===== config.mk =====
export PLATFORM = sky130hd
export DESIGN_NAME = mux_rr_arbiter
export DESIGN_NICKNAME = d
export VERILOG_FILES = /design/src/rtl/mux_rr_arbiter.sv
export SDC_FILE = /design/constraint.sdc
export NUM_CORES = 1
export LEC_CHECK = 0
export BUFFER_PORTS_ARGS = -buffer_cell sky130_fd_sc_hd__buf_4
export CAP_MARGIN = 20
export CORE_UTILIZATION = 42
export CTS_CLUSTER_SIZE = 12
export DETAILED_ROUTE_END_ITERATION = 6
export PLACE_DENSITY = 0.84
export SLEW_MARGIN = 5
export SYNTH_ARGS = -nofsm -noshare
export SYNTH_HDL_FRONTEND = slang
export SYNTH_SLANG_ARGS = --single-unit

===== constraint.sdc =====
create_clock -name clk -period 2.19 [get_ports clk]
set_clock_uncertainty 0.15 [all_clocks]
set_input_delay 0.219 -clock clk [delete_from_list [all_inputs] [get_ports clk]]
set_output_delay 0.219 -clock clk [all_outputs]
set_load 0.005 [all_outputs]

===== src/rtl/mux_rr_arbiter.sv =====
// Round-robin arbiter for a shared 2:1 mux datapath.
// Two streaming requesters share one registered output stage. A grant is
// locked for the whole packet, but is forcibly released once MAX_BURST beats
// have been moved. The grant drives the mux select directly.
module mux_rr_arbiter #(
  parameter int WIDTH     = 8,
  parameter int MAX_BURST = 4
) (
  input  logic             clk,
  input  logic             rst_n,
  input  logic             in0_valid,
  output logic             in0_ready,
  input  logic [WIDTH-1:0] in0_data,
  input  logic             in0_last,
  input  logic             in1_valid,
  output logic             in1_ready,
  input  logic [WIDTH-1:0] in1_data,
  input  logic             in1_last,
  output logic             out_valid,
  input  logic             out_ready,
  output logic [WIDTH-1:0] out_data,
  output logic             out_last,
  output logic             sel,
  output logic             busy
);

  localparam int CNT_W = $clog2(MAX_BURST) + 1;

  typedef enum logic [1:0] {
    IDLE   = 2'd0,
    GRANT0 = 2'd1,
    GRANT1 = 2'd2
  } state_t;

  state_t             state_q, state_d;
  logic               prio_q, prio_d;
  logic [CNT_W-1:0]   beat_cnt_q, beat_cnt_d, cnt_inc;
  logic               sel_q, sel_d;
  logic               out_valid_q, out_valid_d;
  logic [WIDTH-1:0]   out_data_q, out_data_d;
  logic               out_last_q, out_last_d;
  logic               load_en, xfer0, xfer1;

  // The output register can take a new beat when it is empty or draining this cycle.
  assign load_en   = !out_valid_q || out_ready;
  assign in0_ready = load_en && (state_q == GRANT0);
  assign in1_ready = load_en && (state_q == GRANT1);
  assign xfer0     = in0_valid && in0_ready;
  assign xfer1     = in1_valid && in1_ready;

  assign out_valid = out_valid_q;
  assign out_data  = out_data_q;
  assign out_last  = out_last_q;
  assign sel       = sel_q;
  assign busy      = (state_q != IDLE);

  // Grant FSM: picks a port in IDLE, counts beats and releases on last or burst cap.
  always_comb begin
    state_d    = state_q;
    prio_d     = prio_q;
    beat_cnt_d = beat_cnt_q;
    cnt_inc    = beat_cnt_q + CNT_W'(1);
    sel_d      = sel_q;

    unique case (state_q)
      IDLE: begin
        if (in0_valid && in1_valid) begin
          state_d = prio_q ? GRANT1 : GRANT0;
        end else if (in0_valid) begin
          state_d = GRANT0;
        end else if (in1_valid) begin
          state_d = GRANT1;
        end
      end
      GRANT0: begin
        if (xfer0) begin
          if (in0_last || (cnt_inc == CNT_W'(MAX_BURST))) begin
            prio_d     = 1'b1;
            beat_cnt_d = '0;
            state_d    = in1_valid ? GRANT1 : IDLE;
          end else begin
            beat_cnt_d = cnt_inc;
          end
        end
      end
      GRANT1: begin
        if (xfer1) begin
          if (in1_last || (cnt_inc == CNT_W'(MAX_BURST))) begin
            prio_d     = 1'b0;
            beat_cnt_d = '0;
            state_d    = in0_valid ? GRANT0 : IDLE;
          end else begin
            beat_cnt_d = cnt_inc;
          end
        end
      end
      default: begin
        state_d = IDLE;
      end
    endcase

    // The select follows the next grant and keeps its previous value through IDLE.
    if (state_d == GRANT1) begin
      sel_d = 1'b1;
    end else if (state_d == GRANT0) begin
      sel_d = 1'b0;
    end
  end

  // Output register: capture the granted beat, or empty out once the sink takes it.
  always_comb begin
    out_valid_d = out_valid_q;
    out_data_d  = out_data_q;
    out_last_d  = out_last_q;
    if (xfer0) begin
      out_valid_d = 1'b1;
      out_data_d  = in0_data;
      out_last_d  = in0_last;
    end else if (xfer1) begin
      out_valid_d = 1'b1;
      out_data_d  = in1_data;
      out_last_d  = in1_last;
    end else if (out_ready) begin
      out_valid_d = 1'b0;
    end
  end

  // State and datapath registers; reset drops any beat held in the output stage.
  always_ff @(posedge clk or negedge rst_n) begin
    if (!rst_n) begin
      state_q     <= IDLE;
      prio_q      <= 1'b0;
      beat_cnt_q  <= '0;
      sel_q       <= 1'b0;
      out_valid_q <= 1'b0;
      out_data_q  <= '0;
      out_last_q  <= 1'b0;
    end else begin
      state_q     <= state_d;
      prio_q      <= prio_d;
      beat_cnt_q  <= beat_cnt_d;
      sel_q       <= sel_d;
      out_valid_q <= out_valid_d;
      out_data_q  <= out_data_d;
      out_last_q  <= out_last_d;
    end
  end

endmodule


**Word-level counts from Yosys, hierarchy flattened**

Cells that the tools add are included.

- Input port bits: 23
- Register bits: 17
- Output and inout bits: 14

- Mux-type cells: 30
- $add $sub $neg: 1
- Reductions and logical operators: 17
- Equality and inequality tests: 9

Operator list:

| kind | number |
|---|---|
| 2-bit 2-to-1 mux | 9 |
| 8-bit 2-to-1 mux | 2 |
| 1-bit 2-to-1 mux | 12 |
| 3-bit 2-to-1 mux | 4 |
| 2-bit nonzero test | 4 |
| 2-bit one-hot mux with 3 select lines | 1 |
| 3-bit one-hot mux with 2 select lines | 1 |
| 1-bit logical AND | 5 |
| 5-bit AND reduction | 1 |
| 2-bit by 1-bit == test with 1-bit output (second input constant) | 2 |
| 2-bit == test (second input constant) | 2 |
| 2-bit by 1-bit != test with 1-bit output (second input constant) | 2 |
| 2-bit != test (second input constant) | 2 |
| 3-bit by 1-bit adder with 3-bit output (second input constant) | 1 |
| 3-bit == test (second input constant) | 1 |
| 1-bit logical OR | 3 |
| 3-bit AND reduction | 1 |
| 3-bit nonzero test | 1 |
| 2-bit logical NOT | 1 |
| 1-bit one-hot mux with 2 select lines | 1 |
| 1-bit logical NOT | 1 |

**Depth between registers and ports, before layout**

- Depth after elaboration: 9
- Depth in mapped cells: 7
- Gate-level depth less buffers: 7

**Least setup slack after synthesis**

OpenSTA, ideal clock, no wires.

- Path kind: flip-flop to flip-flop
- Start point: register state_q[0]
- End point: register sel_q, in the netlist sel
- Buffers on the path: 1
- Data arrival time: 1.903 ns
- Stages on the path, launching flop included: 8
- Setup slack: 0.013 ns
- Data required time: 1.915 ns
- Path through: dfrtp_1 > nand2b_2 > or3b_4 > buf_6 > nor2_1 > o32ai_1 > ha_1 > mux2_2

- Cells in the longest elaborated chain, start to end: 7
- Elaborated cells between the ends (all ways): 19
- Those cells by class: 4 x eq/ne; 9 x mux; 6 x reduce/logical

RTL lines:

| element | RTL line | text |
|---|---|---|
| start: declaration | 35 | `state_t state_q, state_d;` |
| start signal: assignment | 139 | `state_q <= state_d;` |
| 2-bit == test / 2-bit by 1-bit == test with 1-bit output (equally long branches) | 47, 65, 46 |  |
| 1-bit logical AND, on equally long branches | 47, 46 |  |
| 1-bit logical AND, on equally long branches | 49, 48 |  |
| 2-bit 2-to-1 mux, on equally long branches | 87, 76 |  |
| 2-bit one-hot mux with 3 select lines (*) | 65 | `unique case (state_q)` |
| via state_d[1] | 35 |  |
| 2-bit == test / 2-bit by 1-bit == test with 1-bit output (equally long branches) | 103, 105 |  |
| 1-bit 2-to-1 mux / 2-bit nonzero test (equally long branches) | - |  |
| end signal: assignment | 142 | `sel_q <= sel_d;` |
| end: declaration | 38 | `logic sel_q, sel_d;` |

The timed path passes the listed nets; every way through them passes the cells marked *.
A chain may end at the register's enable or synchronous reset.

**Worst setup path in the final report**

- Start point: register beat_cnt_q[1]
- End point: register sel_q, in the netlist sel

- Cells in the longest elaborated chain, start to end: 8
- Elaborated cells between the ends (all ways): 13
- Those cells by class: 1 x add/sub; 3 x eq/ne; 6 x mux; 3 x reduce/logical

RTL lines:

| element | RTL line | text |
|---|---|---|
| start: declaration | 37 | `logic [CNT_W-1:0] beat_cnt_q, beat_cnt_d, cnt_inc;` |
| start signal: assignment | 141 | `beat_cnt_q <= beat_cnt_d;` |
| 3-bit by 1-bit adder with 3-bit output (*) | 62 | `cnt_inc = beat_cnt_q + CNT_W'(1);` |
| 3-bit == test (*) | 77, 88 |  |
| 1-bit logical OR, on equally long branches | 88, 77 |  |
| 2-bit 2-to-1 mux, on equally long branches | 88, 77 |  |
| 2-bit 2-to-1 mux, on equally long branches | 87, 76 |  |
| 2-bit one-hot mux with 3 select lines (*) | 65 |  |
| via state_d[1] | 35 |  |
| 2-bit == test / 2-bit by 1-bit == test with 1-bit output (equally long branches) | 103, 105 |  |
| 1-bit 2-to-1 mux / 2-bit nonzero test (equally long branches) | - |  |

Marked as above.

==> results.json <==
{
  "status": "completed",
  "grt_max_degree": 18,
  "drt-pass1-iter-count": 5,
  "port_buffers": 36,
  "netlist_area_um2": 928,
  "critPathBufInv": 0,
  "cpPeakStageDelay_ps": 400,
  "slew_headroom_pct": 81.7,
  "cts.clk_slew.worst_paths_ps": 100,
  "final_common_cell": "buf_4",
  "internal-power_w": 0.00105,
  "vdd_drop_max_v": 0.000619,
  "cts_inserted_buffers": 3,
  "drtIter0Drc": 24,
  "combPwrFrac_pct": 55.0,
  "switching_power_w": 0.000579,
  "worstPathArrival_ps": 2150,
  "die_x_um": 49.0,
  "vias_per_cell": 5.20,
  "clk_path_buf_depth": 2,
  "pin_count": 37,
  "layout_common_cells": "44 x buf_4, 16 x dfrtp_1, 11 x nand2_1",
  "ant_nets": 0,
  "clkPwrFrac_pct": 10.3,
  "crit_required_ps": 2220,
  "worstMarginPinSlew_ps": 266,
  "dpl.cell_count": 159,
  "cp_top_family": "adder cells",
  "yosysWarnings": 0,
  "routedWlPerCell_um": 13.0,
  "critical_path_class": "reg2reg",
  "fin_crit_ps": 2120,
  "setup_viol": 0,
  "slew_viol_final": 0,
  "maxCapViolations": 0,
  "wirelength_um": 2260,
  "grt_pass1_wl_um": 3940,
  "cts.sinks": 17,
  "cpMaxStageDelayCell": "dfrtp_1",
  "syn_to_final_growth_pct": 55.8,
  "vias": 900,
  "layout-drive-gt1-share_pct": 42.5,
  "seqPwrFrac_pct": 34.8,
  "syn_area_per_cell_um2": 10.2,
  "hold_class": "in2reg",
  "nFillCells": 148,
  "start_kind": "flop",
  "crit_fanout": 3,
  "dp_hpwl_um": 1610,
  "grt_antenna_before_repair": 0,
  "nNetsFinal": 173,
  "globalplace.congestion": 0.876,
  "end_kind": "flop",
  "p_leak_nw": 0.712,
  "synth.distinct_cells": 34,
  "p_sw_share_pct": 35.5,
  "htreeDepth": 1,
  "fin_crit_sh_pct": 96.8,
  "die_h_um": 49.0,
  "drc": 0,
  "core_area_um2": 2020,
  "diodes": 0,
  "start_util_pct": 45.9,
  "yosysSeqAreaShare_pct": 45.8,
  "cts-root-buf": "clkbuf_4",
  "grt_use_total_pct": 21.4,
  "finalPower_w": 0.00163,
  "timing.fmax_mhz": 472,
  "cts_tree": "yes",
  "finalHoldViolCount": 0,
  "grt.overflow.total": 0,
  "die_area_um2": 2400,
  "postSynthNetCount": 117,
  "clk_latency_ps": 290,
  "grt_pass1_vias": 901,
  "rows": 16,
  "pwr_density_cell_nw_per_um2": 1130,
  "synth-seq-cells": 17,
  "layout.cells.non_filler": 173,
  "syn_inst": 91,
  "tns_ps": 0,
  "worstPathCellList": "ha_2 > xor2_4 > a21oi_4 > nor2_2 > o32ai_2 > ha_1 > mux2_2"
}
## metal layers
layer	part of all wire (%)	global-route usage, %	vias up
li1	-	-	432
met1	44	25.3	433
met2	52	38.0	33
met3	3.9	1.56	2
met4	0.89	12.3	0
met5	0	0	-
## synthesized netlist by cell type (all sizes together)
library cell | number | area (um^2)
a32oi | 1 | 8.76
o22ai | 2 | 12.5
inv | 2 | 7.51
a221o | 1 | 10.0
xor2 | 1 | 8.76
and2b | 2 | 16.3
o22a | 1 | 8.76
nand3b | 3 | 22.5
a22o | 1 | 8.76
and2 | 1 | 6.26
mux2 | 1 | 11.3
mux2i | 9 | 90.1
nand2b | 5 | 33.8
buf | 2 | 16.3
o21ai | 11 | 55.1
or2b | 1 | 7.51
nand4b | 1 | 8.76
dfrtp | 17 | 425
a21oi | 4 | 20.0
ha | 3 | 37.5
or2 | 1 | 6.26
nor2 | 4 | 17.5
nor2b | 1 | 6.26
a22oi | 1 | 7.51
or3b | 1 | 11.3
and3 | 1 | 6.26
o32ai | 1 | 8.76
a21o | 1 | 7.51
nand2 | 11 | 41.3
## per-stage QoR
stage	utilization [%]	instance area, um^2	hold WS, ps	setup slack, ps
2_1_floorplan	-	928	-227	12.8
3_3_place_gp	62.7	1270	-55.2	2.24
3_5_place_dp	62.7	1270	-52.4	-109
4_1_cts	69.5	1410	35.8	7.50
5_1_grt	71.5	1450	50.2	-6.00
6_report	71.5	1450	46.6	69.5
## repair_timing
| action | in CTS | in global routing |
|---|---|---|
| hold endpoints to repair | 25 | 0 |
| gates resized for setup | 3 | 7 |
| setup endpoints to repair | 1 | 1 |
| setup buffers | 0 | 1 |
| pin swaps | 0 | 5 |
| hold buffers | 9 | 0 |
## power groups by stage
stage / clock network [W] / logic (W) / registers, W
CTS: 0.000173 / 0.000855 / 0.000562
global placement: 0 / 0.000794 / 0.000553
floorplan: 0 / 0.000454 / 0.000565
detailed placement: 0 / 0.000822 / 0.000565
global route: 0.000185 / 0.000999 / 0.000593
finish: 0.000168 / 0.000898 / 0.000568
## worst paths after layout
kind	startpoint	to	slack, ps	depth (start not counted)
worst max-delay path	beat_cnt_q[1]$_DFFE_PN0P_	sel$_DFFE_PN0P_	70	7
worst min-delay path	in0_last	out_last$_DFFE_PN0P_	50	2
worst max register to register	beat_cnt_q[1]$_DFFE_PN0P_	sel$_DFFE_PN0P_	70	7
worst min register to register	prio_q$_DFFE_PN0P_	prio_q$_DFFE_PN0P_	370	1
max in group asynchronous	rst_n	state_q[1]$_DFF_PN0_	1520	2
min in group asynchronous	rst_n	out_last$_DFFE_PN0P_	170	2
## sequential cells by signal (all words and copies together) (netlist names)
register    cells
out_valid       1
out_last        1
beat_cnt_q      3
out_data        8
sel             1
prio_q          1
state_q         2
## worst reg2reg max path: stages, from the launching register on
cell and delay (ps):
dfrtp_1 400, ha_2 230, xor2_4 170, a21oi_4 180, nor2_2 60, o32ai_2 290, ha_1 280, mux2_2 260
## final cells by class
cell class / instances / area (um^2) / share of cell area, %
clock inverter: 1 / 5.00 / 0.346
multi-input combinational: 70 / 531 / 36.7
tap: 27 / 33.8 / 2.34
timing repair buffer: 53 / 420 / 29.1
inverter: 2 / 7.51 / 0.519
clock buffer: 3 / 22.5 / 1.56
sequential: 17 / 427 / 29.5
## logic make-up (layout without fill, tap and decap cells)
kind of cell / after synthesis / in the layout / synth area share (%)
adder cells (fa/ha/maj): 3 / 3 / 4.04
flip-flops: 17 / 17 / 45.8
AND/OR/NAND/NOR: 32 / 32 / 19.8
multiplexers: 10 / 10 / 10.9
XOR/XNOR: 1 / 1 / 0.944
buffers and inverters: 4 / 59 / 2.56
AO/OA/AOI/OAI: 24 / 24 / 15.9
No activity file was read; power rests on OpenSTA's default activity.
